<file path="config.mk">
export PLATFORM = sky130hd
export DESIGN_NAME = sdram_write_flat
export DESIGN_NICKNAME = d
export VERILOG_FILES = /design/src/rtl/sdram_write_if.sv /design/src/rtl/sdram_write.sv /design/src/flat_wrapper.sv
export SDC_FILE = /design/constraint.sdc
export NUM_CORES = 1
export LEC_CHECK = 0
export ABC_AREA = 1
export CAP_MARGIN = 20
export CORE_MARGIN = 4
export CORE_UTILIZATION = 39
export DETAILED_ROUTE_END_ITERATION = 8
export DONT_BUFFER_PORTS = 1
export GPL_TIMING_DRIVEN = 0
export RECOVER_POWER = 50
export SLEW_MARGIN = 15
export SYNTH_ARGS = -nofsm -noshare
export SYNTH_HDL_FRONTEND = slang
export SYNTH_SLANG_ARGS = --single-unit
</file>
<file path="constraint.sdc">
create_clock -name sys_clk -period 8.78 [get_ports sys_clk]
set_input_delay 0 -clock sys_clk [delete_from_list [all_inputs] [get_ports sys_clk]]
set_output_delay 0 -clock sys_clk [all_outputs]
set_load 0.02 [all_outputs]
</file>
<file path="src/rtl/sdram_write_if.sv">
// rtl/sdram_write_if.sv - request, FIFO handshake, command bus and DQ signals of the SDRAM burst-write engine
`timescale 1ns/1ps

interface sdram_write_if;
    logic        init_end;
    logic        wr_en;
    logic [23:0] wr_addr;
    logic [15:0] wr_data;
    logic [9:0]  wr_burst_len;
    logic        wr_ack;
    logic        wr_end;
    logic [3:0]  write_cmd;
    logic [1:0]  write_ba;
    logic [12:0] write_addr;
    logic        wr_sdram_en;
    logic [15:0] wr_sdram_data;

    modport master (
        output init_end, wr_en, wr_addr, wr_data, wr_burst_len,
        input  wr_ack, wr_end, write_cmd, write_ba, write_addr, wr_sdram_en, wr_sdram_data
    );

    modport slave (
        input  init_end, wr_en, wr_addr, wr_data, wr_burst_len,
        output wr_ack, wr_end, write_cmd, write_ba, write_addr, wr_sdram_en, wr_sdram_data
    );
endinterface

</file>
<file path="src/rtl/sdram_write.sv">
// rtl/sdram_write.sv - full-page burst-write engine: ACTIVE, WRITE, data stream, BURST STOP, PRECHARGE
`timescale 1ns/1ps

module sdram_write #(
    parameter int TRCD_CLK  = 2,
    parameter int TRP_CLK   = 2,
    parameter int MAX_BURST = 512
) (
    input  logic          sys_clk,
    input  logic          sys_rst,
    sdram_write_if.slave  bus
);

    localparam logic [3:0] CMD_NOP    = 4'b0111;
    localparam logic [3:0] CMD_ACTIVE = 4'b0011;
    localparam logic [3:0] CMD_WRITE  = 4'b0100;
    localparam logic [3:0] CMD_BSTOP  = 4'b0110;
    localparam logic [3:0] CMD_PRE    = 4'b0010;

    localparam logic [9:0] TRCD_LAST = 10'((TRCD_CLK > 0) ? TRCD_CLK - 1 : 0);
    localparam logic [9:0] TRP_LAST  = 10'((TRP_CLK > 0) ? TRP_CLK - 1 : 0);
    localparam logic [9:0] MAX_LEN   = 10'(MAX_BURST);

    typedef enum logic [3:0] {
        WR_IDLE, WR_ACTIVE, WR_TRCD, WR_WRITE, WR_DATA,
        WR_BSTOP, WR_PRE, WR_TRP, WR_END
    } state_t;

    state_t      state, state_nxt;
    logic [9:0]  cnt, cnt_nxt;
    logic [9:0]  burst_len, len_eff;
    logic [1:0]  bank_lat;
    logic [8:0]  col_lat;
    logic        accept;

    logic [3:0]  cmd_nxt;
    logic [1:0]  ba_nxt;
    logic [12:0] addr_nxt;
    logic        en_nxt;
    logic [15:0] data_nxt;
    logic        ack_nxt;
    logic        end_nxt;

    assign accept = (state == WR_IDLE) && bus.wr_en && bus.init_end;

    always_comb begin
        len_eff = bus.wr_burst_len;
        if (bus.wr_burst_len == 10'd0)
            len_eff = 10'd1;
        else if (bus.wr_burst_len > MAX_LEN)
            len_eff = MAX_LEN;
    end

    // cnt restarts at zero on every state change and counts the cycles spent in the current state
    always_comb begin
        state_nxt = state;
        cnt_nxt   = '0;
        case (state)
            WR_IDLE:   if (accept) state_nxt = WR_ACTIVE;
            WR_ACTIVE: state_nxt = (TRCD_CLK == 0) ? WR_WRITE : WR_TRCD;
            WR_TRCD:   if (cnt == TRCD_LAST) state_nxt = WR_WRITE;
                       else cnt_nxt = cnt + 10'd1;
            WR_WRITE:  state_nxt = (burst_len == 10'd1) ? WR_BSTOP : WR_DATA;
            WR_DATA:   if (cnt == burst_len - 10'd2) state_nxt = WR_BSTOP;
                       else cnt_nxt = cnt + 10'd1;
            WR_BSTOP:  state_nxt = WR_PRE;
            WR_PRE:    state_nxt = (TRP_CLK == 0) ? WR_END : WR_TRP;
            WR_TRP:    if (cnt == TRP_LAST) state_nxt = WR_END;
                       else cnt_nxt = cnt + 10'd1;
            WR_END:    state_nxt = WR_IDLE;
            default:   state_nxt = WR_IDLE;
        endcase
    end

    // Outputs are decoded from the upcoming state so every bus pin comes straight from a flop
    always_comb begin
        cmd_nxt  = CMD_NOP;
        ba_nxt   = 2'b11;
        addr_nxt = 13'h1fff;
        en_nxt   = 1'b0;
        data_nxt = 16'h0000;
        end_nxt  = 1'b0;
        case (state_nxt)
            WR_ACTIVE: begin
                cmd_nxt  = CMD_ACTIVE;
                ba_nxt   = bus.wr_addr[23:22];
                addr_nxt = bus.wr_addr[21:9];
            end
            WR_WRITE: begin
                cmd_nxt  = CMD_WRITE;
                ba_nxt   = bank_lat;
                addr_nxt = {4'b0000, col_lat};
                en_nxt   = 1'b1;
                data_nxt = bus.wr_data;
            end
            WR_DATA: begin
                en_nxt   = 1'b1;
                data_nxt = bus.wr_data;
            end
            WR_BSTOP:  cmd_nxt = CMD_BSTOP;
            WR_PRE: begin
                cmd_nxt  = CMD_PRE;
                ba_nxt   = bank_lat;
                addr_nxt = 13'h0400;
            end
            WR_END:    end_nxt = 1'b1;
            default:   cmd_nxt = CMD_NOP;
        endcase
    end

    // FIFO is show-ahead: request one cycle before each word is captured onto DQ
    always_comb begin
        ack_nxt = 1'b0;
        if (state_nxt == WR_ACTIVE && TRCD_CLK == 0)
            ack_nxt = 1'b1;
        else if (state_nxt == WR_TRCD && cnt_nxt == TRCD_LAST)
            ack_nxt = 1'b1;
        else if (state_nxt == WR_WRITE && burst_len > 10'd1)
            ack_nxt = 1'b1;
        else if (state_nxt == WR_DATA && (cnt_nxt + 10'd2) < burst_len)
            ack_nxt = 1'b1;
    end

    always_ff @(posedge sys_clk) begin
        if (sys_rst) begin
            state             <= WR_IDLE;
            cnt               <= '0;
            burst_len         <= '0;
            bank_lat          <= '0;
            col_lat           <= '0;
            bus.write_cmd     <= CMD_NOP;
            bus.write_ba      <= 2'b11;
            bus.write_addr    <= 13'h1fff;
            bus.wr_sdram_en   <= 1'b0;
            bus.wr_sdram_data <= 16'h0000;
            bus.wr_ack        <= 1'b0;
            bus.wr_end        <= 1'b0;
        end else begin
            state             <= state_nxt;
            cnt               <= cnt_nxt;
            if (accept) begin
                burst_len <= len_eff;
                bank_lat  <= bus.wr_addr[23:22];
                col_lat   <= bus.wr_addr[8:0];
            end
            bus.write_cmd     <= cmd_nxt;
            bus.write_ba      <= ba_nxt;
            bus.write_addr    <= addr_nxt;
            bus.wr_sdram_en   <= en_nxt;
            bus.wr_sdram_data <= data_nxt;
            bus.wr_ack        <= ack_nxt;
            bus.wr_end        <= end_nxt;
        end
    end

endmodule
</file>
<file path="src/flat_wrapper.sv">
// flat-port wrapper written by rule: the top's interface ports become plain ports
module sdram_write_flat 
#(
    parameter int TRCD_CLK  = 2,
    parameter int TRP_CLK   = 2,
    parameter int MAX_BURST = 512
)
  (sys_clk, sys_rst, bus_init_end, bus_wr_en, bus_wr_addr, bus_wr_data, bus_wr_burst_len, bus_wr_ack, bus_wr_end, bus_write_cmd, bus_write_ba, bus_write_addr, bus_wr_sdram_en, bus_wr_sdram_data);
  sdram_write_if bus_i ();
  input  logic sys_clk;
  input  logic sys_rst;
  input wire logic [$bits(bus_i.init_end)-1:0] bus_init_end;
  input wire logic [$bits(bus_i.wr_en)-1:0] bus_wr_en;
  input wire logic [$bits(bus_i.wr_addr)-1:0] bus_wr_addr;
  input wire logic [$bits(bus_i.wr_data)-1:0] bus_wr_data;
  input wire logic [$bits(bus_i.wr_burst_len)-1:0] bus_wr_burst_len;
  output wire logic [$bits(bus_i.wr_ack)-1:0] bus_wr_ack;
  output wire logic [$bits(bus_i.wr_end)-1:0] bus_wr_end;
  output wire logic [$bits(bus_i.write_cmd)-1:0] bus_write_cmd;
  output wire logic [$bits(bus_i.write_ba)-1:0] bus_write_ba;
  output wire logic [$bits(bus_i.write_addr)-1:0] bus_write_addr;
  output wire logic [$bits(bus_i.wr_sdram_en)-1:0] bus_wr_sdram_en;
  output wire logic [$bits(bus_i.wr_sdram_data)-1:0] bus_wr_sdram_data;
  assign bus_i.init_end = bus_init_end;
  assign bus_i.wr_en = bus_wr_en;
  assign bus_i.wr_addr = bus_wr_addr;
  assign bus_i.wr_data = bus_wr_data;
  assign bus_i.wr_burst_len = bus_wr_burst_len;
  assign bus_wr_ack = bus_i.wr_ack;
  assign bus_wr_end = bus_i.wr_end;
  assign bus_write_cmd = bus_i.write_cmd;
  assign bus_write_ba = bus_i.write_ba;
  assign bus_write_addr = bus_i.write_addr;
  assign bus_wr_sdram_en = bus_i.wr_sdram_en;
  assign bus_wr_sdram_data = bus_i.wr_sdram_data;
  sdram_write #(.TRCD_CLK(TRCD_CLK), .TRP_CLK(TRP_CLK), .MAX_BURST(MAX_BURST)) u_core (.sys_clk(sys_clk), .sys_rst(sys_rst), .bus(bus_i));
endmodule
</file>
-- After elaboration in Yosys (flattened, before gate mapping)
Cells that the tools add are included.
- register bits after elaboration: 73
- output and inout port bits: 38
- bits of input ports: 54
- magnitude comparators: 3
- multiplexer cells: 19
- $add $sub $neg: 3
- reductions and logical operators: 11
- bitwise logic cells: 1
- equality and inequality tests: 18
- operator list (cell ; number):
    2-to-1 mux 10 bit ; 4
    one-hot mux 13 bit (3 select lines) ; 1
    one-hot mux 4 bit (8 select lines) ; 1
    == test 10 x 1 -> 1 bit, second input constant ; 3
    == test 4 x 3 -> 1 bit, second input constant ; 7
    one-hot mux 10 bit (2 select lines) ; 1
    == test 4 x 2 -> 1 bit, second input constant ; 4
    2-to-1 mux 4 bit ; 4
    one-hot mux 3 bit (4 select lines) ; 1
    adder 10 x 1 -> 10 bit, second input constant ; 1
    adder 10 x 2 -> 10 bit, second input constant ; 1
    == test 10 bit ; 1
    > comparator 10 x 1 -> 1 bit, second input constant ; 1
    > comparator 10 bit, second input constant ; 1
    logical NOT 10 bit ; 1
    less-than comparator 10 bit ; 1
    subtractor 10 x 2 -> 10 bit, second input constant ; 1
    == test 4 x 1 -> 1 bit, second input constant ; 2
    OR reduction 2 bit ; 4
    2-to-1 mux 1 bit ; 6
    logical AND 1 bit ; 5
    == test 4 bit, second input constant ; 1
    logical NOT 4 bit ; 1
    one-hot mux 2 bit (2 select lines) ; 1
    NOT 1 bit ; 1

-- Logic depth before layout (Yosys ltp)
- depth after elaboration: 10
- mapped depth: 31
- gate-level depth less buffers: 29

-- Worst setup path after synthesis
Ideal clock, no wire load.
- path type: reg-to-reg
- start point: register u_core.burst_len[1]
- end point: register u_core.bus.wr_ack
- arrival: 3.323 ns
- cell stages (with the launch flop): 27
- setup slack: 5.392 ns
- required time: 8.715 ns
- path through: dfxtp_1 inv_1 ha_1 buf_2 nand2_2 nor2_2 xor2_1 inv_1 nand4_2 nand2_2 nand2_4 buf_6 nand2_1 inv_1 ha_1 inv_1 nor3_2 xor2_1 inv_1 ha_1 a21oi_1 nor2_1 a2111oi_0 nand2_1 a21oi_1 nor2_1 nor2_1
- cells in the longest elaborated chain, start to end: 10
- ends and longest elaborated chain (item ; line ; RTL):
    start: declaration ; sdram_write.sv:31 ; logic [9:0] burst_len, len_eff;
    start signal: assignment ; sdram_write.sv:142 ; burst_len <= len_eff;
    subtractor 10 x 2 -> 10 bit (*) ; sdram_write.sv:64 ; WR_DATA: if (cnt == burst_len - 10'd2) state_nxt = WR_BSTOP;
    == test 10 bit (*) ; sdram_write.sv:64 ;
    2-to-1 mux 10 bit (*) ; sdram_write.sv:64 ;
    one-hot mux 10 bit (2 select lines) (*) ; sdram_write.sv:58 ; case (state)
    net u_core.cnt_nxt[2] ; sdram_write.sv:30 ; logic [9:0] cnt, cnt_nxt;
    adder 10 x 2 -> 10 bit ; sdram_write.sv:120 ; else if (state_nxt == WR_DATA && (cnt_nxt + 10'd2) < burst_len)
    less-than comparator 10 bit ; sdram_write.sv:120 ;
    logical AND 1 bit ; sdram_write.sv:120 ;
    2-to-1 mux 1 bit ; sdram_write.sv:120 ;
    2-to-1 mux 1 bit ; sdram_write.sv:118 ; else if (state_nxt == WR_WRITE && burst_len > 10'd1)
    2-to-1 mux 1 bit (*) ; sdram_write.sv:116 ; else if (state_nxt == WR_TRCD && cnt_nxt == TRCD_LAST)
    end signal: assignment ; sdram_write.sv:151 ; bus.wr_ack <= ack_nxt;
    end: declaration ; sdram_write_if.sv:25 ; output wr_ack, wr_end, write_cmd, write_ba, write_addr, wr_sdram_en, wr_sdram_data
Mark *: on every way through the listed nets, which the timed path passes. The rest lies on a longest branch.
A chain may end at the register's enable or synchronous reset.

-- Worst setup path in the final report
Same ends and word-level chain as after synthesis.

==> flow_summary.toml <==
[clock_network]
cts_tree = "yes"
clk_pin_slew_ns = 0.08
htree_num_levels = 3
numCtsBuffers = 9
clock_sinks = 72
cts_hold_buf = 51
cts_resized = 0
cts_max_path_buffers = 2
clk_latency_ns = 0.35
clock_tree.root_cell = "clkbuf_8"
post_cts_buffers = 0

[critical_path]
slowest_delay_ns = 0.36
cp.arrival_ns = 4.35
cp_top_family = "simple AND/OR/NAND/NOR gates"
startpoint_type = "flop"
cp-end-kind = "flop"
regToRegStartpoint = "u_core.burst_len[1]"
cp_common_cell = "inv_1"
reg2reg_depth = 31
cp_num_buf_inv = 9
ff2ff_setup_slack_ns = 4.71
critPathKind = "reg -> reg"
crit_fanout = 10
reg2reg_to = "u_core.bus.wr_ack"
cp_slowest_cell = "a2111oi_0"
critPathLaunch = "u_core.burst_len[1]"
crit_required_ns = 9.06

[logic_synthesis]
synth-seq-area-share_pct = 40.0
avgSynthCellArea_sq_um = 7.13
ys.flop_type = "dfxtp_1"
yosysWarnings = 0
netlist_area_sq_um = 3610
synth_edf_count = 0
ys_ff_latch = 72
synth.area.top_cells = "dfxtp_1, nand2_1, inv_1, nor2_1, a21oi_1"
ys_types = 41
netlist.area_leader.share_pct = 40.0
syn_nets = 573
synth_most_common_cell = "nand2_1"
yosysTopAreaCell = "dfxtp_1"
syn_inst = 506
async_flop_share_pct = 0
synth_common_cells = "nand2_1, inv_1, dfxtp_1, nor2_1, a21oi_1"

[detailed_routing]
postRouteAntennaNets = 0
vias = 3435
avgRoutedWirePerCell_um = 14.4
wl_um = 9770
vias_per_cell = 5.05
dr.first_iter.drc_count = 139
drc = 0
firstDrtPassIters = 4

[floorplan]
die_w_um = 104
ios = 92
dieArea_sq_um = 10900
initial_core_util_pct = 40.8
die_h_um = 104
num_rows = 34
core_area_sq_um = 8850

[min_path]
hp-start = "bus_wr_burst_len[8]"
min_path_type = "in -> reg"
holdPathStages = 3
hold_end = "u_core.burst_len[0]"

[timing]
setup_tns_ns = 0
hold_ws_ns = 0.0451
fin_worst_skew_ns = 0.0113
hold_viol = 0
relSlewSlack_pct = 60.5
grt_setup_unrepaired = "false"
tightest_slew_ns = 0.593
fin_crit_ns = 4.07
drv_slew = 0
finalSetupViolCount = 0
post-route-period-util_pct = 46.4
timing.fmax_mhz = 246

[pwr]
total_power_mw = 0.723
power.density_nw_per_um2 = 162
ir_worst_vdd_v = 0.0000733
power.leakage_nw = 2.03

[global_routing]
grt_pass1_wl_um = 16500
grt_pass1_vias = 3488
grt_overflow = 0
grt_usage_pct = 18.7
antenna_found_initial = 0
grt_max_degree = 13

[cells_and_area]
regArea_sq_um = 1440
multiInputGateArea_sq_um = 1770
fill_cells = 872
drive_above_1_share_pct = 8.92
nNetsFinal = 635
n_antenna_cell = 0
layout.cells.non_filler = 680
area_delta_synth_final_pct = 23.4

[run_status]
status = "completed"

[placed_design]
portBuffers = 0
dp_hpwl_um = 7120
globalplace.congestion = 0.862
dp.cells = 614

[flow_run]
max_cap_violations = 0
state kept, by name, summed over array words and instances (netlist names), 3 cells and up:
signal	flops
u_core.bus.wr_sdram_data	16
u_core.cnt	10
u_core.bus.write_cmd	3
u_core.bus.write_addr	13
u_core.state	4
u_core.burst_len	10
u_core.col_lat	9
report_power, final:
| part | internal [mW] | total [mW] | switching, mW |
|---|---|---|---|
| clock | 0.159 | 0.288 | 0.129 |
| sequential | 0.338 | 0.351 | 0.0128 |
| combinational | 0.0365 | 0.0842 | 0.0478 |
logic make-up (layout without fill, tap and decap cells):
family,after synthesis,in the layout,share of synthesized area (%)
simple gates,232,232,29.6
buf+inv,98,164,10.6
compound gates,76,76,11.6
flops,72,72,40.0
xor+xnor,14,14,3.61
fa+ha+maj,13,13,4.51
other cells,1,1,0.104
cell usage in the layout (no fill, tap or decap), drive strengths merged, types with 7 or more instances in the layout:
cell and n:
xor2 11, dlygate4sd3 51, clkbuf 19, ha 13, nand3 27, nor4 7
nor2 64, a21oi 39, dfxtp 72, nand2 109, nand4 10, nor3 11
o21ai 30, inv 83
layout make-up:
type	count	share of cell area [%]
Multi-Input combinational cell	336	39.8
Sequential cell	72	32.4
Timing Repair Buffer	51	11.5
Inverter	84	7.08
Tap cell	108	3.04
Clock buffer	10	2.87
Clock inverter	5	1.83
Buffer	14	1.55
worst reg2reg max path: cells and delay by family (launching register included):
family                     cells  cell delay (ns)
AOI/OAI and AO/OA              3             0.62
xor gates and xnor gates       1             0.19
buffers and inverters          9             0.87
adders and majority gates      3             0.62
DFF                            1             0.34
and+or+nand+nor               15             1.37
worst max-delay path by stage:
stage                        end  depth (start not counted)  slack [ns]
2_1_floorplan  u_core.bus.wr_ack                         26        5.39
3_3_place_gp   u_core.bus.wr_ack                         31        4.83
3_5_place_dp   u_core.bus.wr_ack                         31        4.73
4_1_cts        u_core.bus.wr_ack                         31        4.70
5_1_grt        u_core.bus.wr_ack                         31        4.20
6_report       u_core.bus.wr_ack                         31        4.71
through the flow:
step | worst slack (ns) | utilization [%] | area (sq um)
2_1_floorplan | 5.39 | - | 3610
3_3_place_gp | 4.83 | 42.3 | 3740
3_5_place_dp | 4.73 | 42.3 | 3740
4_1_cts | 4.70 | 50.4 | 4460
5_1_grt | 4.20 | 50.3 | 4450
6_report | 4.71 | 50.3 | 4450
routing by layer:
metal	part of all wire (%)	wire [um]	up-vias	GRT usage (%)
li1	-	-	1735	-
met1	45	4380	1580	22.8
met2	48	4730	101	31.5
met3	4.5	441	19	4.03
met4	2.2	216	0	8.17
met5	0	0	-	0
(Power assumes the default switching activity.)
